<file path="src/rtl/md_sequencer_if.sv">
// ---------------------------------------------------------------------------
// md_sequencer_if
//
// Bundle between the execute stage and the iterative multiply/divide
// sequencer.
//
// Handshake: the pipeline raises StartE together with OpE/SrcAE/SrcBE/RdE
// while the M-extension instruction sits in E. It keeps all of them stable
// for as long as StallMD is high, because E is frozen. The sequencer accepts
// the operation on the first clock edge where it is idle, StartE=1 and
// FlushE=0. It returns the answer as a one-cycle DoneMD pulse with
// ResultMD/RdMD valid. StallMD is low in that cycle, so the instruction
// leaves E carrying the result. FlushE kills whatever is in flight and never
// produces a DoneMD pulse.
//
// Signals (directions as seen by the sequencer, i.e. the slave modport):
//   StartE    in   E holds a multiply/divide op
//   OpE       in   3-bit M-extension function select
//   SrcAE     in   operand A (rs1)
//   SrcBE     in   operand B (rs2)
//   RdE       in   destination register
//   FlushE    in   kill E / abort the sequencer
//   StallMD   out  stall F/D/E
//   BusyMD    out  iterating
//   DoneMD    out  result valid pulse
//   ResultMD  out  result word
//   RdMD      out  destination register of the result
// ---------------------------------------------------------------------------
interface md_sequencer_if #(
    parameter int XLEN = 32
);
    logic            StartE;
    logic [2:0]      OpE;
    logic [XLEN-1:0] SrcAE;
    logic [XLEN-1:0] SrcBE;
    logic [4:0]      RdE;
    logic            FlushE;
    logic            StallMD;
    logic            BusyMD;
    logic            DoneMD;
    logic [XLEN-1:0] ResultMD;
    logic [4:0]      RdMD;

    // Pipeline side
    modport master (
        output StartE, OpE, SrcAE, SrcBE, RdE, FlushE,
        input  StallMD, BusyMD, DoneMD, ResultMD, RdMD
    );

    // Sequencer side
    modport slave (
        input  StartE, OpE, SrcAE, SrcBE, RdE, FlushE,
        output StallMD, BusyMD, DoneMD, ResultMD, RdMD
    );
endinterface

</file>
<file path="src/rtl/md_sequencer.sv">
// ---------------------------------------------------------------------------
// md_sequencer
//
// Iterative RV32M multiply/divide unit for the execute stage. It runs a
// radix-2 shift-add multiply or a restoring divide on operand magnitudes,
// one bit per cycle for XLEN cycles. The sign is applied on the final
// iteration. Divide-by-zero and signed overflow skip the iteration and
// answer immediately.
//
// Ports:
//   clk        clock
//   rst        asynchronous reset, active-high
//   bus        md_sequencer_if slave modport (see the interface for signals)
//   state_dbg  current FSM state (0 IDLE, 1 RUN, 2 DONE)
//
// Latency: accepted on edge N, RUN over edges N+1..N+XLEN, DoneMD during the
// cycle after edge N+XLEN. Special-case divides: DoneMD in the cycle after N.
// ---------------------------------------------------------------------------
module md_sequencer #(
    parameter int XLEN = 32,
    parameter int CW   = 6
) (
    input  logic          clk,
    input  logic          rst,
    md_sequencer_if.slave bus,
    output logic [1:0]    state_dbg
);
    typedef enum logic [1:0] {
        S_IDLE = 2'd0,
        S_RUN  = 2'd1,
        S_DONE = 2'd2
    } state_t;

    localparam logic [2:0] OP_MUL    = 3'b000;
    localparam logic [2:0] OP_MULH   = 3'b001;
    localparam logic [2:0] OP_MULHSU = 3'b010;
    localparam logic [2:0] OP_DIV    = 3'b100;
    localparam logic [2:0] OP_REM    = 3'b110;

    localparam logic [CW-1:0]   LAST_ITER = CW'(XLEN - 1);
    localparam logic [XLEN-1:0] INT_MIN   = {1'b1, {(XLEN-1){1'b0}}};

    // ------------------------------------------------------------------
    // State
    // ------------------------------------------------------------------
    state_t            state;
    logic [CW-1:0]     cnt;
    logic [2:0]        op_q;
    logic [4:0]        rd_q;
    logic              neg_main_q;   // negate product / quotient
    logic              neg_rem_q;    // negate remainder (dividend sign)
    logic [XLEN-1:0]   opnd_q;       // multiplicand or divisor magnitude
    // Shared accumulator:
    //   multiply: {partial_hi, multiplier bits still to consume / product lo}
    //   divide:   {partial remainder, dividend bits shifting into quotient}
    logic [2*XLEN-1:0] acc_q;
    logic [XLEN-1:0]   result_q;
    logic              done_q;
    logic              busy_q;

    // ------------------------------------------------------------------
    // Start decode: signedness, magnitudes and special-case divides
    // ------------------------------------------------------------------
    logic            is_div;
    logic            a_signed;
    logic            b_signed;
    logic            a_neg;
    logic            b_neg;
    logic [XLEN-1:0] a_mag;
    logic [XLEN-1:0] b_mag;
    logic            div_zero;
    logic            div_ovf;
    logic            special;
    logic [XLEN-1:0] special_result;

    always_comb begin
        is_div   = bus.OpE[2];
        // MUL only keeps the low word, so it is run unsigned.
        a_signed = (bus.OpE == OP_MULH) || (bus.OpE == OP_MULHSU) ||
                   (bus.OpE == OP_DIV)  || (bus.OpE == OP_REM);
        b_signed = (bus.OpE == OP_MULH) || (bus.OpE == OP_DIV) ||
                   (bus.OpE == OP_REM);
        a_neg    = a_signed && bus.SrcAE[XLEN-1];
        b_neg    = b_signed && bus.SrcBE[XLEN-1];
        a_mag    = a_neg ? (~bus.SrcAE + 1'b1) : bus.SrcAE;
        b_mag    = b_neg ? (~bus.SrcBE + 1'b1) : bus.SrcBE;

        div_zero = is_div && (bus.SrcBE == '0);
        div_ovf  = is_div && !bus.OpE[0] && (bus.SrcAE == INT_MIN) &&
                   (bus.SrcBE == '1);
        special  = div_zero || div_ovf;

        // OpE[1] distinguishes remainder from quotient. On signed overflow
        // the quotient is the dividend itself (INT_MIN).
        special_result = '0;
        if (div_zero) begin
            special_result = bus.OpE[1] ? bus.SrcAE : '1;
        end else if (div_ovf) begin
            special_result = bus.OpE[1] ? '0 : bus.SrcAE;
        end
    end

    // ------------------------------------------------------------------
    // One iteration of the datapath
    // ------------------------------------------------------------------
    logic [XLEN:0]     mul_sum;
    logic [2*XLEN-1:0] mul_next;
    logic [XLEN:0]     div_shift;
    logic [XLEN:0]     div_diff;
    logic [2*XLEN-1:0] div_next;
    logic [2*XLEN-1:0] acc_next;

    always_comb begin
        // Shift-add: add the multiplicand into the high half when the
        // current multiplier bit is set. Then shift the whole accumulator
        // right, with the carry entering at the top.
        mul_sum  = {1'b0, acc_q[2*XLEN-1:XLEN]} +
                   {1'b0, (acc_q[0] ? opnd_q : {XLEN{1'b0}})};
        mul_next = {mul_sum, acc_q[XLEN-1:1]};

        // Restoring divide: bring the next dividend bit into the partial
        // remainder and trial-subtract. A non-negative difference produces
        // a 1 quotient bit. The remainder stays below the divisor, so
        // XLEN+1 bits are enough to hold the difference.
        div_shift = {acc_q[2*XLEN-1:XLEN], acc_q[XLEN-1]};
        div_diff  = div_shift - {1'b0, opnd_q};
        if (!div_diff[XLEN]) begin
            div_next = {div_diff[XLEN-1:0], acc_q[XLEN-2:0], 1'b1};
        end else begin
            div_next = {div_shift[XLEN-1:0], acc_q[XLEN-2:0], 1'b0};
        end

        acc_next = op_q[2] ? div_next : mul_next;
    end

    // ------------------------------------------------------------------
    // Sign fix and result select, applied on the final iteration
    // ------------------------------------------------------------------
    logic [2*XLEN-1:0] prod_fixed;
    logic [XLEN-1:0]   mul_res;
    logic [XLEN-1:0]   quo_raw;
    logic [XLEN-1:0]   rem_raw;
    logic [XLEN-1:0]   div_res;
    logic [XLEN-1:0]   final_res;

    always_comb begin
        prod_fixed = neg_main_q ? (~acc_next + 1'b1) : acc_next;
        mul_res    = (op_q[1:0] == 2'b00) ? prod_fixed[XLEN-1:0]
                                          : prod_fixed[2*XLEN-1:XLEN];

        quo_raw = acc_next[XLEN-1:0];
        rem_raw = acc_next[2*XLEN-1:XLEN];
        if (op_q[1]) begin
            div_res = neg_rem_q ? (~rem_raw + 1'b1) : rem_raw;
        end else begin
            div_res = neg_main_q ? (~quo_raw + 1'b1) : quo_raw;
        end

        final_res = op_q[2] ? div_res : mul_res;
    end

    // ------------------------------------------------------------------
    // FSM and datapath registers
    // ------------------------------------------------------------------
    always_ff @(posedge clk or posedge rst) begin
        if (rst) begin
            state      <= S_IDLE;
            cnt        <= '0;
            op_q       <= '0;
            rd_q       <= '0;
            neg_main_q <= 1'b0;
            neg_rem_q  <= 1'b0;
            opnd_q     <= '0;
            acc_q      <= '0;
            result_q   <= '0;
            done_q     <= 1'b0;
            busy_q     <= 1'b0;
        end else begin
            done_q <= 1'b0;
            case (state)
                S_IDLE: begin
                    if (bus.StartE && !bus.FlushE) begin
                        op_q       <= bus.OpE;
                        rd_q       <= bus.RdE;
                        neg_main_q <= a_neg ^ b_neg;
                        neg_rem_q  <= a_neg;
                        cnt        <= '0;
                        opnd_q     <= is_div ? b_mag : a_mag;
                        acc_q      <= {{XLEN{1'b0}}, (is_div ? a_mag : b_mag)};
                        if (special) begin
                            result_q <= special_result;
                            done_q   <= 1'b1;
                            state    <= S_DONE;
                        end else begin
                            busy_q <= 1'b1;
                            state  <= S_RUN;
                        end
                    end
                end

                S_RUN: begin
                    if (bus.FlushE) begin
                        busy_q <= 1'b0;
                        cnt    <= '0;
                        state  <= S_IDLE;
                    end else begin
                        acc_q <= acc_next;
                        cnt   <= cnt + CW'(1);
                        if (cnt == LAST_ITER) begin
                            result_q <= final_res;
                            done_q   <= 1'b1;
                            busy_q   <= 1'b0;
                            cnt      <= '0;
                            state    <= S_DONE;
                        end
                    end
                end

                // The instruction that owns the result is leaving E now.
                // Any StartE seen here belongs to that instruction, not a
                // new one.
                S_DONE: begin
                    state <= S_IDLE;
                end

                default: begin
                    busy_q <= 1'b0;
                    state  <= S_IDLE;
                end
            endcase
        end
    end

    // ------------------------------------------------------------------
    // Outputs
    // ------------------------------------------------------------------
    // The stall is combinational so the hazard unit freezes E in the same
    // cycle the op is offered. It drops in DONE to let the result leave.
    assign bus.StallMD  = !rst &&
                          (((state == S_IDLE) && bus.StartE && !bus.FlushE) ||
                           (state == S_RUN));
    assign bus.BusyMD   = busy_q;
    assign bus.DoneMD   = done_q;
    assign bus.ResultMD = result_q;
    assign bus.RdMD     = rd_q;
    assign state_dbg    = state;

endmodule

</file>
<file path="src/flat_wrapper.sv">
// flat-port wrapper written by rule: the top's interface ports become plain ports
module md_sequencer_flat 
#(
    parameter int XLEN = 32,
    parameter int CW   = 6
)
  (clk, rst, state_dbg, bus_StartE, bus_OpE, bus_SrcAE, bus_SrcBE, bus_RdE, bus_FlushE, bus_StallMD, bus_BusyMD, bus_DoneMD, bus_ResultMD, bus_RdMD);
  md_sequencer_if #(.XLEN(XLEN)) bus_i ();
  input  logic clk;
  input  logic rst;
  output logic [1:0] state_dbg;
  input wire logic [$bits(bus_i.StartE)-1:0] bus_StartE;
  input wire logic [$bits(bus_i.OpE)-1:0] bus_OpE;
  input wire logic [$bits(bus_i.SrcAE)-1:0] bus_SrcAE;
  input wire logic [$bits(bus_i.SrcBE)-1:0] bus_SrcBE;
  input wire logic [$bits(bus_i.RdE)-1:0] bus_RdE;
  input wire logic [$bits(bus_i.FlushE)-1:0] bus_FlushE;
  output wire logic [$bits(bus_i.StallMD)-1:0] bus_StallMD;
  output wire logic [$bits(bus_i.BusyMD)-1:0] bus_BusyMD;
  output wire logic [$bits(bus_i.DoneMD)-1:0] bus_DoneMD;
  output wire logic [$bits(bus_i.ResultMD)-1:0] bus_ResultMD;
  output wire logic [$bits(bus_i.RdMD)-1:0] bus_RdMD;
  assign bus_i.StartE = bus_StartE;
  assign bus_i.OpE = bus_OpE;
  assign bus_i.SrcAE = bus_SrcAE;
  assign bus_i.SrcBE = bus_SrcBE;
  assign bus_i.RdE = bus_RdE;
  assign bus_i.FlushE = bus_FlushE;
  assign bus_StallMD = bus_i.StallMD;
  assign bus_BusyMD = bus_i.BusyMD;
  assign bus_DoneMD = bus_i.DoneMD;
  assign bus_ResultMD = bus_i.ResultMD;
  assign bus_RdMD = bus_i.RdMD;
  md_sequencer #(.XLEN(XLEN), .CW(CW)) u_core (.clk(clk), .rst(rst), .bus(bus_i), .state_dbg(state_dbg));
endmodule
</file>
<file path="config.mk">
export PLATFORM = sky130hd
export DESIGN_NAME = md_sequencer_flat
export DESIGN_NICKNAME = d
export VERILOG_FILES = /design/src/rtl/md_sequencer_if.sv /design/src/rtl/md_sequencer.sv /design/src/flat_wrapper.sv
export SDC_FILE = /design/constraint.sdc
export NUM_CORES = 1
export LEC_CHECK = 0
export CORE_UTILIZATION = 30
export CTS_BUF_LIST = sky130_fd_sc_hd__clkbuf_8
export DETAILED_ROUTE_END_ITERATION = 12
export GPL_TIMING_DRIVEN = 0
export HOLD_SLACK_MARGIN = 0.02
export PLACE_DENSITY = 0.49
export SLEW_MARGIN = 20
export SYNTH_ARGS = -nofsm -noshare
export SYNTH_HDL_FRONTEND = slang
export SYNTH_SLANG_ARGS = --single-unit
</file>
<file path="constraint.sdc">
create_clock -name clk -period 7.3 [get_ports clk]
set_input_delay 0.73 -clock clk [delete_from_list [all_inputs] [get_ports clk]]
set_output_delay 0.73 -clock clk [all_outputs]
set_load 0.03 [all_outputs]
</file>
### After elaboration in Yosys (flattened, before gate mapping)

Index checks and enable logic that the tools add are counted.

| cells by class | value |
|---|---|
| muxes and demuxes | 44 |
| equality and inequality tests | 15 |
| bitwise logic cells | 7 |
| add/sub/neg operators | 8 |
| reductions and logical operators | 30 |

Operator list:

| operator | count |
|---|---|
| 32-bit 2-to-1 mux | 18 |
| 64-bit 2-to-1 mux | 5 |
| 32-bit by 1-bit adder with 32-bit output (second input constant) | 4 |
| 32-bit inverter | 4 |
| 64-bit one-hot mux with 2 select lines | 1 |
| 64-bit by 1-bit adder with 64-bit output (second input constant) | 1 |
| 32-bit equality test (second input constant) | 2 |
| 64-bit inverter | 1 |
| 32-bit one-hot mux with 2 select lines | 1 |
| 32-bit by 32-bit adder with 33-bit output | 1 |
| 33-bit by 32-bit subtractor with 33-bit output | 1 |
| 32-bit zero test | 1 |
| 6-bit 2-to-1 mux | 3 |
| 6-bit one-hot mux with 2 select lines | 1 |
| 1-bit logical AND | 10 |
| 1-bit 2-to-1 mux | 8 |
| 2-bit 2-to-1 mux | 4 |
| 1-bit logical OR | 7 |
| 6-bit by 1-bit adder with 6-bit output (second input constant) | 1 |
| 3-bit equality test (second input constant) | 2 |
| 6-bit by 5-bit equality test with 1-bit output (second input constant) | 1 |
| 2-bit by 1-bit inequality test with 1-bit output (second input constant) | 3 |
| 2-bit AND reduction | 3 |
| 5-bit AND reduction | 1 |
| other kinds (16) | 20 |

| storage, ports and cells | value |
|---|---|
| logic and storage cells | 115 |
| flip-flop bits (word level) | 148 |

### Longest topological paths before layout

| logic depth | value |
|---|---|
| word-level depth | 11 |
| depth in mapped cells | 25 |
| depth with buffers taken out | 23 |

### Worst setup path before layout

Ideal clock, no wire load.

| timing path | value |
|---|---|
| path type | register to register |
| start | register u_core.acc_q[31] |
| end | register u_core.result_q[28] (netlist: u_core.bus.ResultMD[28]) |
| period minus slack after synthesis | 5.081 ns |
| setup time | 0.126 ns |
| path slack | 2.219 ns |
| data required time | 7.174 ns |
| buffers on the path | 2 |
| arrival | 4.955 ns |
| cell stages (with the launch flop) | 24 |
| cell sequence | dfrtp_1 -> inv_1 -> ha_1 -> fa_1 -> nand2b_1 -> a211oi_2 -> o21ai_2 -> a21bo_2 -> buf_6 -> a21oi_4 -> nor2_2 -> buf_6 -> a21o_1 -> inv_1 -> ha_1 -> o21ai_0 -> or3_1 -> or2_2 -> nor2_1 -> nand4_1 -> o41ai_2 -> xnor2_1 -> a21oi_1 -> o32a_1 |

| between the ends | value |
|---|---|
| word-level cells in the longest chain between the ends | 11 |

RTL lines:

| item | line | RTL |
|---|---|---|
| start, declared | md_sequencer.sv:56 | `logic [2*XLEN-1:0] acc_q;` |
| start signal, assigned | md_sequencer.sv:189 | `acc_q <= {{XLEN{1'b0}}, (is_div ? a_mag : b_mag)};` |
| start signal, assigned | md_sequencer.sv:207 | `acc_q <= acc_next;` |
| 33-bit by 32-bit subtractor with 33-bit output | md_sequencer.sv:126 | `div_diff = div_shift - {1'b0, opnd_q};` |
| 64-bit 2-to-1 mux | md_sequencer.sv:127 | `if (!div_diff[XLEN]) begin` |
| 64-bit 2-to-1 mux * | md_sequencer.sv:133 | `acc_next = op_q[2] ? div_next : mul_next;` |
| 64-bit inverter (tied with other cells) | md_sequencer.sv:147 | `prod_fixed = neg_main_q ? (~acc_next + 1'b1) : acc_next;` |
| 64-bit by 1-bit adder with 64-bit output (tied with other cells) | md_sequencer.sv:147 |  |
| 64-bit 2-to-1 mux (tied with other cells) | md_sequencer.sv:147 |  |
| 32-bit 2-to-1 mux, on equally long branches | md_sequencer.sv:148, md_sequencer.sv:153 |  |
| 32-bit 2-to-1 mux * | md_sequencer.sv:159 | `final_res = op_q[2] ? div_res : mul_res;` |
| 32-bit 2-to-1 mux * | md_sequencer.sv:209 | `if (cnt == LAST_ITER) begin` |
| 32-bit 2-to-1 mux * | md_sequencer.sv:202 | `if (bus.FlushE) begin` |
| 32-bit one-hot mux with 2 select lines * | md_sequencer.sv:180 | `case (state)` |
| end signal, assigned | md_sequencer.sv:191 | `result_q <= special_result;` |
| end signal, assigned | md_sequencer.sv:210 | `result_q <= final_res;` |
| end, declared | md_sequencer.sv:57 | `logic [XLEN-1:0] result_q;` |

Mark *: on every way between the ends. The rest lies on a longest branch, timed or not. The select of a mux whose other input is x is not followed.
A chain may end at the register's enable or synchronous reset.

### Worst setup path after layout

| timing path | value |
|---|---|
| start | register u_core.op_q[2] |
| end | register u_core.result_q[30] (netlist: u_core.bus.ResultMD[30]) |

| between the ends | value |
|---|---|
| word-level cells in the longest chain between the ends | 9 |

RTL lines:

| item | line | RTL |
|---|---|---|
| start, declared | md_sequencer.sv:48 | `logic [2:0] op_q;` |
| start signal, assigned | md_sequencer.sv:183 | `op_q <= bus.OpE;` |
| 64-bit 2-to-1 mux | md_sequencer.sv:133 |  |
| 64-bit inverter (tied with other cells) | md_sequencer.sv:147 |  |
| 64-bit by 1-bit adder with 64-bit output (tied with other cells) | md_sequencer.sv:147 |  |
| 64-bit 2-to-1 mux (tied with other cells) | md_sequencer.sv:147 |  |
| 32-bit 2-to-1 mux, on equally long branches | md_sequencer.sv:148, md_sequencer.sv:153 |  |
| 32-bit 2-to-1 mux * | md_sequencer.sv:159 |  |
| 32-bit 2-to-1 mux * | md_sequencer.sv:209 |  |
| 32-bit 2-to-1 mux * | md_sequencer.sv:202 |  |
| 32-bit one-hot mux with 2 select lines * | md_sequencer.sv:180 |  |

Marked as above.

==> impl_results.md <==
- Status: finished clean
- Vias: 19100
- Commonest non-fill, non-tap cell in the layout: nand2_1
- Die Width: 238 um
- CTS max path bufs: 2
- Die Ht: 238 um
- Vias per cell: 5.98
- Wire length per cell: 26.2 um
- Layout area overhead: 15.4%
- RSZ-0062 raised after global routing: no
- Fraction of layout cells with a size suffix above 1: 0.0560
- Max Cap Viol: 0
- Initial Util: 0.306
- Core area: 0.0543 mm^2
- Period utilization: 0.982
- CP Class: flip-flop to flip-flop
- Sw frac: 0.591
- Worst Path Max Fanout: 19
- GPL Wtd Cong: 0.978
- Minimum clock period: 7170 ps
- Clock network power share: 0.078
- Yosys warns: 0
- Port Buffer Count: 116
- Int Power: 3.78 mW
- Pwr Density: 480 mW/mm^2
- Gr usage total: 0.292
- Yosys reg bits: 148
- DRC: 0
- CTS Sinks: 148
- Hold Buf Count CTS: 0
- Comb pwr share: 0.752
- IO Count: 118
- First-pass GRT wire length: 121000 um
- Largest net degree at the start of global routing: 90
- Psw: 5.45 mW
- CTS tree: built
- Hold/Removal Path Class: flip-flop to flip-flop
- GRT overflow: 0
- Number of global-route vias before repair: 18000
- Pre-antenna DRT Iters: 6
- Initial antenna violation count: 2
- Post-DP HPWL: 69200 um
- CTS buffer count: 17
- Syn Area/Cell: 7.24 um^2
- Most frequent cells in the layout: nand2_1, nor2_1, o21ai_0, a21oi_1, dfrtp_1
- Post_cts resized: 0
- Final setup vio count: 0
- Die ar.: 0.0564 mm^2
- Critical path capture point type: flip-flop
- Slew margin rel.: 0.251
- Critical path arrival: 7540 ps
- Main synth FF type: dfrtp_1
- Peak supply drop: 0.182 mV
- # H-tree levels: 4
- Final Util: 0.353
- Ys async rst share: 1.00
- Pins over their slew limit: 0
- Starting DRT DRC Count: 2158
- Post-synth EDFFs: 0
- Fmax: 0.139 GHz
- Clock latency on the worst-skew pair: 520 ps
- Worst Setup Start Kind: flip-flop
- Clock Pin Slew Worst Setup and Hold Paths: 90 ps
- Post-CTS setup buffer count: 0
- P_leak: 7.39 nW
- NumNets Final: 2584
- Post-Syn Area: 0.0166 mm^2
- Post-synthesis sequential area ratio: 0.222
- Post-route setup TNS: 0 ps
- Cell row count: 85
- Synth Instances: 2299
- Antenna Nets Post-Route: 0
- Routed WL: 83500 um
- Total chip power: 9.23 mW
- CTS root buf: clkbuf_8
- Final Hold Fails: 0
- Worst-Margin Slew: 1120 ps
- Seq pwr share: 0.169
- Required @ worst endpoint: 7670 ps
- Clk_skew: 18.1 ps
- Syn_nets: 2447
- Netlist cell types: 101
power groups by stage:
stage	clock network [mW]	logic [mW]	registers [mW]
3_3_place_gp	0	6.73	1.56
2_1_floorplan	0	4.33	1.54
4_1_cts	0.735	6.79	1.55
3_5_place_dp	0	6.75	1.57
6_report	0.724	6.94	1.56
5_1_grt	0.769	7.40	1.59
layer usage:
metal	share of wire	wire length, um	vias to the layer above	track usage
met4	0.041	3460	2	0.118
met3	0.079	6590	155	0.0562
li1	-	-	8712	-
met2	0.45	37200	830	0.462
met1	0.43	36200	9364	0.390
met5	0.00038	32	-	0
stage by stage:
stage	cell area, um^2	hold WS (ps)	setup slack (ps)	std cells
final	19200	485	130	3188
after global routing	19200	505	136	3187
after CTS	19200	495	472	3187
after detailed placement	18800	466	-76.9	3157
after global placement	18700	461	-298	3154
after floorplan	16600	456	2220	2299
cell families after synthesis:
group	share of synthesized area
AO/OA/AOI/OAI	0.308
multiplexers	0.0266
flip-flops	0.222
XOR/XNOR	0.0936
adder cells (fa/ha/maj)	0.0550
buffers and inverters	0.0519
AND/OR/NAND/NOR	0.243
synthesized netlist by cell type, drive strengths merged (7+ instances only):
master   count  share of area
ha          70          0.053
nand2      275          0.062
o21ai      238          0.072
mux2i       33          0.020
nor2b       11         0.0041
xnor2      107          0.056
o21a        10         0.0045
a22oi        7         0.0032
nand2b      22         0.0083
o32a         8         0.0048
a21o        21         0.0095
or3         24         0.0090
nor4        23         0.0090
dfrtp      148           0.22
mux2        10         0.0068
o21bai       7         0.0032
nand3       43          0.013
clkbuf      92          0.021
nand4       37          0.015
a221oi      10         0.0063
or2         15         0.0056
nor2       234          0.053
a211oi      32          0.015
a2111oi     11         0.0059
o211ai      30          0.014
o31ai       29          0.014
xor2        71          0.037
inv         75          0.017
buf         45          0.014
or4          9         0.0041
a21oi      218          0.067
and3        12         0.0045
nor3        67          0.021
o22ai       12         0.0045
a22o        18         0.0095
a31oi       40          0.016
o41ai       17          0.011
a31o         8         0.0042
o221ai      26          0.014
and2        49          0.018
state kept, by name, summed over array words and instances (netlist names):
signal and cells:
u_core.cnt 6, u_core.neg_main_q 1, u_core.state_dbg 2, u_core.bus.ResultMD 32
u_core.bus.BusyMD 1, u_core.neg_rem_q 1, u_core.bus.DoneMD 1, u_core.opnd_q 32
u_core.acc_q 64, u_core.bus.RdMD 5, u_core.op_q 3
path summary, 6_finish.rpt:
path	slack, ps	depth (start not counted)	from	end
max	130	21	u_core.op_q[2]$_DFFE_PP0P_	u_core.bus.ResultMD[30]$_DFFE_PP0P_
min reg2reg	480	2	u_core.bus.ResultMD[10]$_DFFE_PP0P_	u_core.bus.ResultMD[10]$_DFFE_PP0P_
min	480	2	u_core.bus.ResultMD[10]$_DFFE_PP0P_	u_core.bus.ResultMD[10]$_DFFE_PP0P_
min in group asynchronous	650	2	rst	u_core.acc_q[62]$_DFFE_PP0P_
max reg2reg	130	21	u_core.op_q[2]$_DFFE_PP0P_	u_core.bus.ResultMD[30]$_DFFE_PP0P_
max in group asynchronous	5820	3	rst	u_core.opnd_q[10]$_DFFE_PP0P_
worst max-delay path, cell delays in order, from the launching register on:
cell and delay [ps]:
dfrtp_1 330, buf_2 220, buf_2 380, buf_2 380
buf_2 390, buf_2 330, buf_2 410, buf_2 570
buf_1 660, clkbuf_1 530, a21o_1 280, inv_1 60
ha_1 210, o21ai_0 140, or3_1 270, or2_2 190
nor2_1 80, nand4_1 530, o41ai_2 190, xnor2_1 210
o221ai_1 450, a31oi_1 150
layout make-up:
cell class | count | area (um^2)
buffer | 136 | 572
clock buffer | 17 | 234
fill | 5862 | 35100
tap | 739 | 925
multi-input combinational | 1937 | 12100
antenna | 1 | 2.50
timing repair buffer | 119 | 1200
inverter | 77 | 297
sequential | 148 | 3700
clock inverter | 14 | 189
(Power assumes the default switching activity.)
==> edit: new RTL, config.mk and constraints unchanged <==
`XLEN` is set to 32 in 3 places; all go to 36.
--- a/src/rtl/md_sequencer_if.sv
+++ b/src/rtl/md_sequencer_if.sv
@@ -27,7 +27,7 @@
 //   RdMD      out  destination register of the result
 // ---------------------------------------------------------------------------
 interface md_sequencer_if #(
-    parameter int XLEN = 32
+    parameter int XLEN = 36
 );
     logic            StartE;
     logic [2:0]      OpE;
--- a/src/rtl/md_sequencer.sv
+++ b/src/rtl/md_sequencer.sv
@@ -17,7 +17,7 @@
 // cycle after edge N+XLEN. Special-case divides: DoneMD in the cycle after N.
 // ---------------------------------------------------------------------------
 module md_sequencer #(
-    parameter int XLEN = 32,
+    parameter int XLEN = 36,
     parameter int CW   = 6
 ) (
     input  logic          clk,
--- a/src/flat_wrapper.sv
+++ b/src/flat_wrapper.sv
@@ -1,7 +1,7 @@
 // flat-port wrapper written by rule: the top's interface ports become plain ports
 module md_sequencer_flat 
 #(
-    parameter int XLEN = 32,
+    parameter int XLEN = 36,
     parameter int CW   = 6
 )
   (clk, rst, state_dbg, bus_StartE, bus_OpE, bus_SrcAE, bus_SrcBE, bus_RdE, bus_FlushE, bus_StallMD, bus_BusyMD, bus_DoneMD, bus_ResultMD, bus_RdMD);
Interface: changed (resized bus_ResultMD, bus_SrcAE and bus_SrcBE); port bits go from 118 to 130. No check against the original RTL was run, so the function may have changed too.
==> edit against the original RTL <==
Synthesized area is 11% higher. Highest routed layer unchanged. Total power is 12% higher. Wire length is 20% higher. Cell area is 11% higher. Synthesized cell count is 12% higher. Sequential cell count is 16 higher. Core utilization is 0.16 points lower. Largest cell class unchanged. Worst setup slack worse by 0.016 ns.
==> edit: results (changes against the original RTL) <==
| Quantity | Reported | Delta |
| --- | --- | --- |
| Placed Instance Area | 20900 um2 | +11% |
| Top fanout value on the critical path | 10 | -9 |
| Wire length per cell after detailed routing | 28.6 um | +9.0% |
| Clock latency of the later-clocked register in the worst-skew pair | 0.60 ns | +0.08 ns |
| Routed length on met2 | 43800 um | +18% |
| Number of detailed-route iterations in the first pass | 5 | -1 |
| Post-synthesis cell count | 2569 | +12% |
| Minimum setup slack among reg-to-reg paths | 0.11 ns | -0.02 ns |
| Number of global-route vias before repair | 20507 | +14% |
| Slowest cell delay on critical path | 0.61 ns | -0.05 ns |
| Min-delay worst type | in -> async |  |
| Post-synthesis net count | 2733 | +12% |
| Clk power | 772 uW | +6.6% |
| Wire length of the first global-routing pass | 144000 um | +19% |
| Portion of the post-synthesis area used by sequential elements | 22.1% | -0.11 points |
| Share of post-route cells with drive strength above 1 | 5.49% | -0.10 points |
| Routed WL | 100000 um | +20% |
| Number of I/O port buffers | 128 | +10% |
| Routability-driven placement congestion ratio | 1.02 | +4.3% |
| Run status | completed |  |
| Max-slew headroom at the worst pin | 17.3% | -7.9 points |
| Global-route usage over all layers | 31.5% | +2.2 points |
| Total chip power | 10300 uW | +12% |
| FF-to-FF path depth | 20 | -4.8% |
| Resize count post-CTS | 1 | +1 |
| Half-perimeter wire length after detailed placement | 81900 um | +18% |
| DRC marker count from the first detailed-route iteration | 2619 | +21% |
| Sw power | 6390 uW | +17% |
| Family with the most delay on the worst path | compound AO/OA/AOI/OAI gates |  |
| Fmax achieved | 0.139 GHz | -0.22% |
| Met3 layer usage reported by global route | 5.03% | -0.59 points |
## edit: cell types whose count changed after synthesis, moves of 12 or more
cell / change
a21o_1: +13
o21ai_0: +46
a21oi_1: +24
o211ai_1: +14
xnor2_1: -12
nand4_1: +12
clkbuf_1: +38
dfrtp_1: +16
nand2_1: +24
## edit: cell type report
| class | count | area (um2) |
|---|---|---|
| flip-flops and latches | 164 | 4110 |
| multi-input cells | 2147 | 13400 |
| plain buffers | 175 | 729 |
| inverters | 83 | 319 |
| diodes | 1 | 2.50 |
| repair buffers | 130 | 1340 |
| fillers | 6528 | 39300 |
| clock buffers | 17 | 234 |
| well taps | 782 | 978 |
| clock inverters | 15 | 205 |
## edit: kinds of logic after synthesis
group	after synthesis	share of synthesized area (%)
simple gates	929	24.0
compound gates	909	31.5
buf+inv	258	5.57
xor+xnor	173	8.17
flops	164	22.1
fa+ha+maj	80	5.48
mux	56	3.10
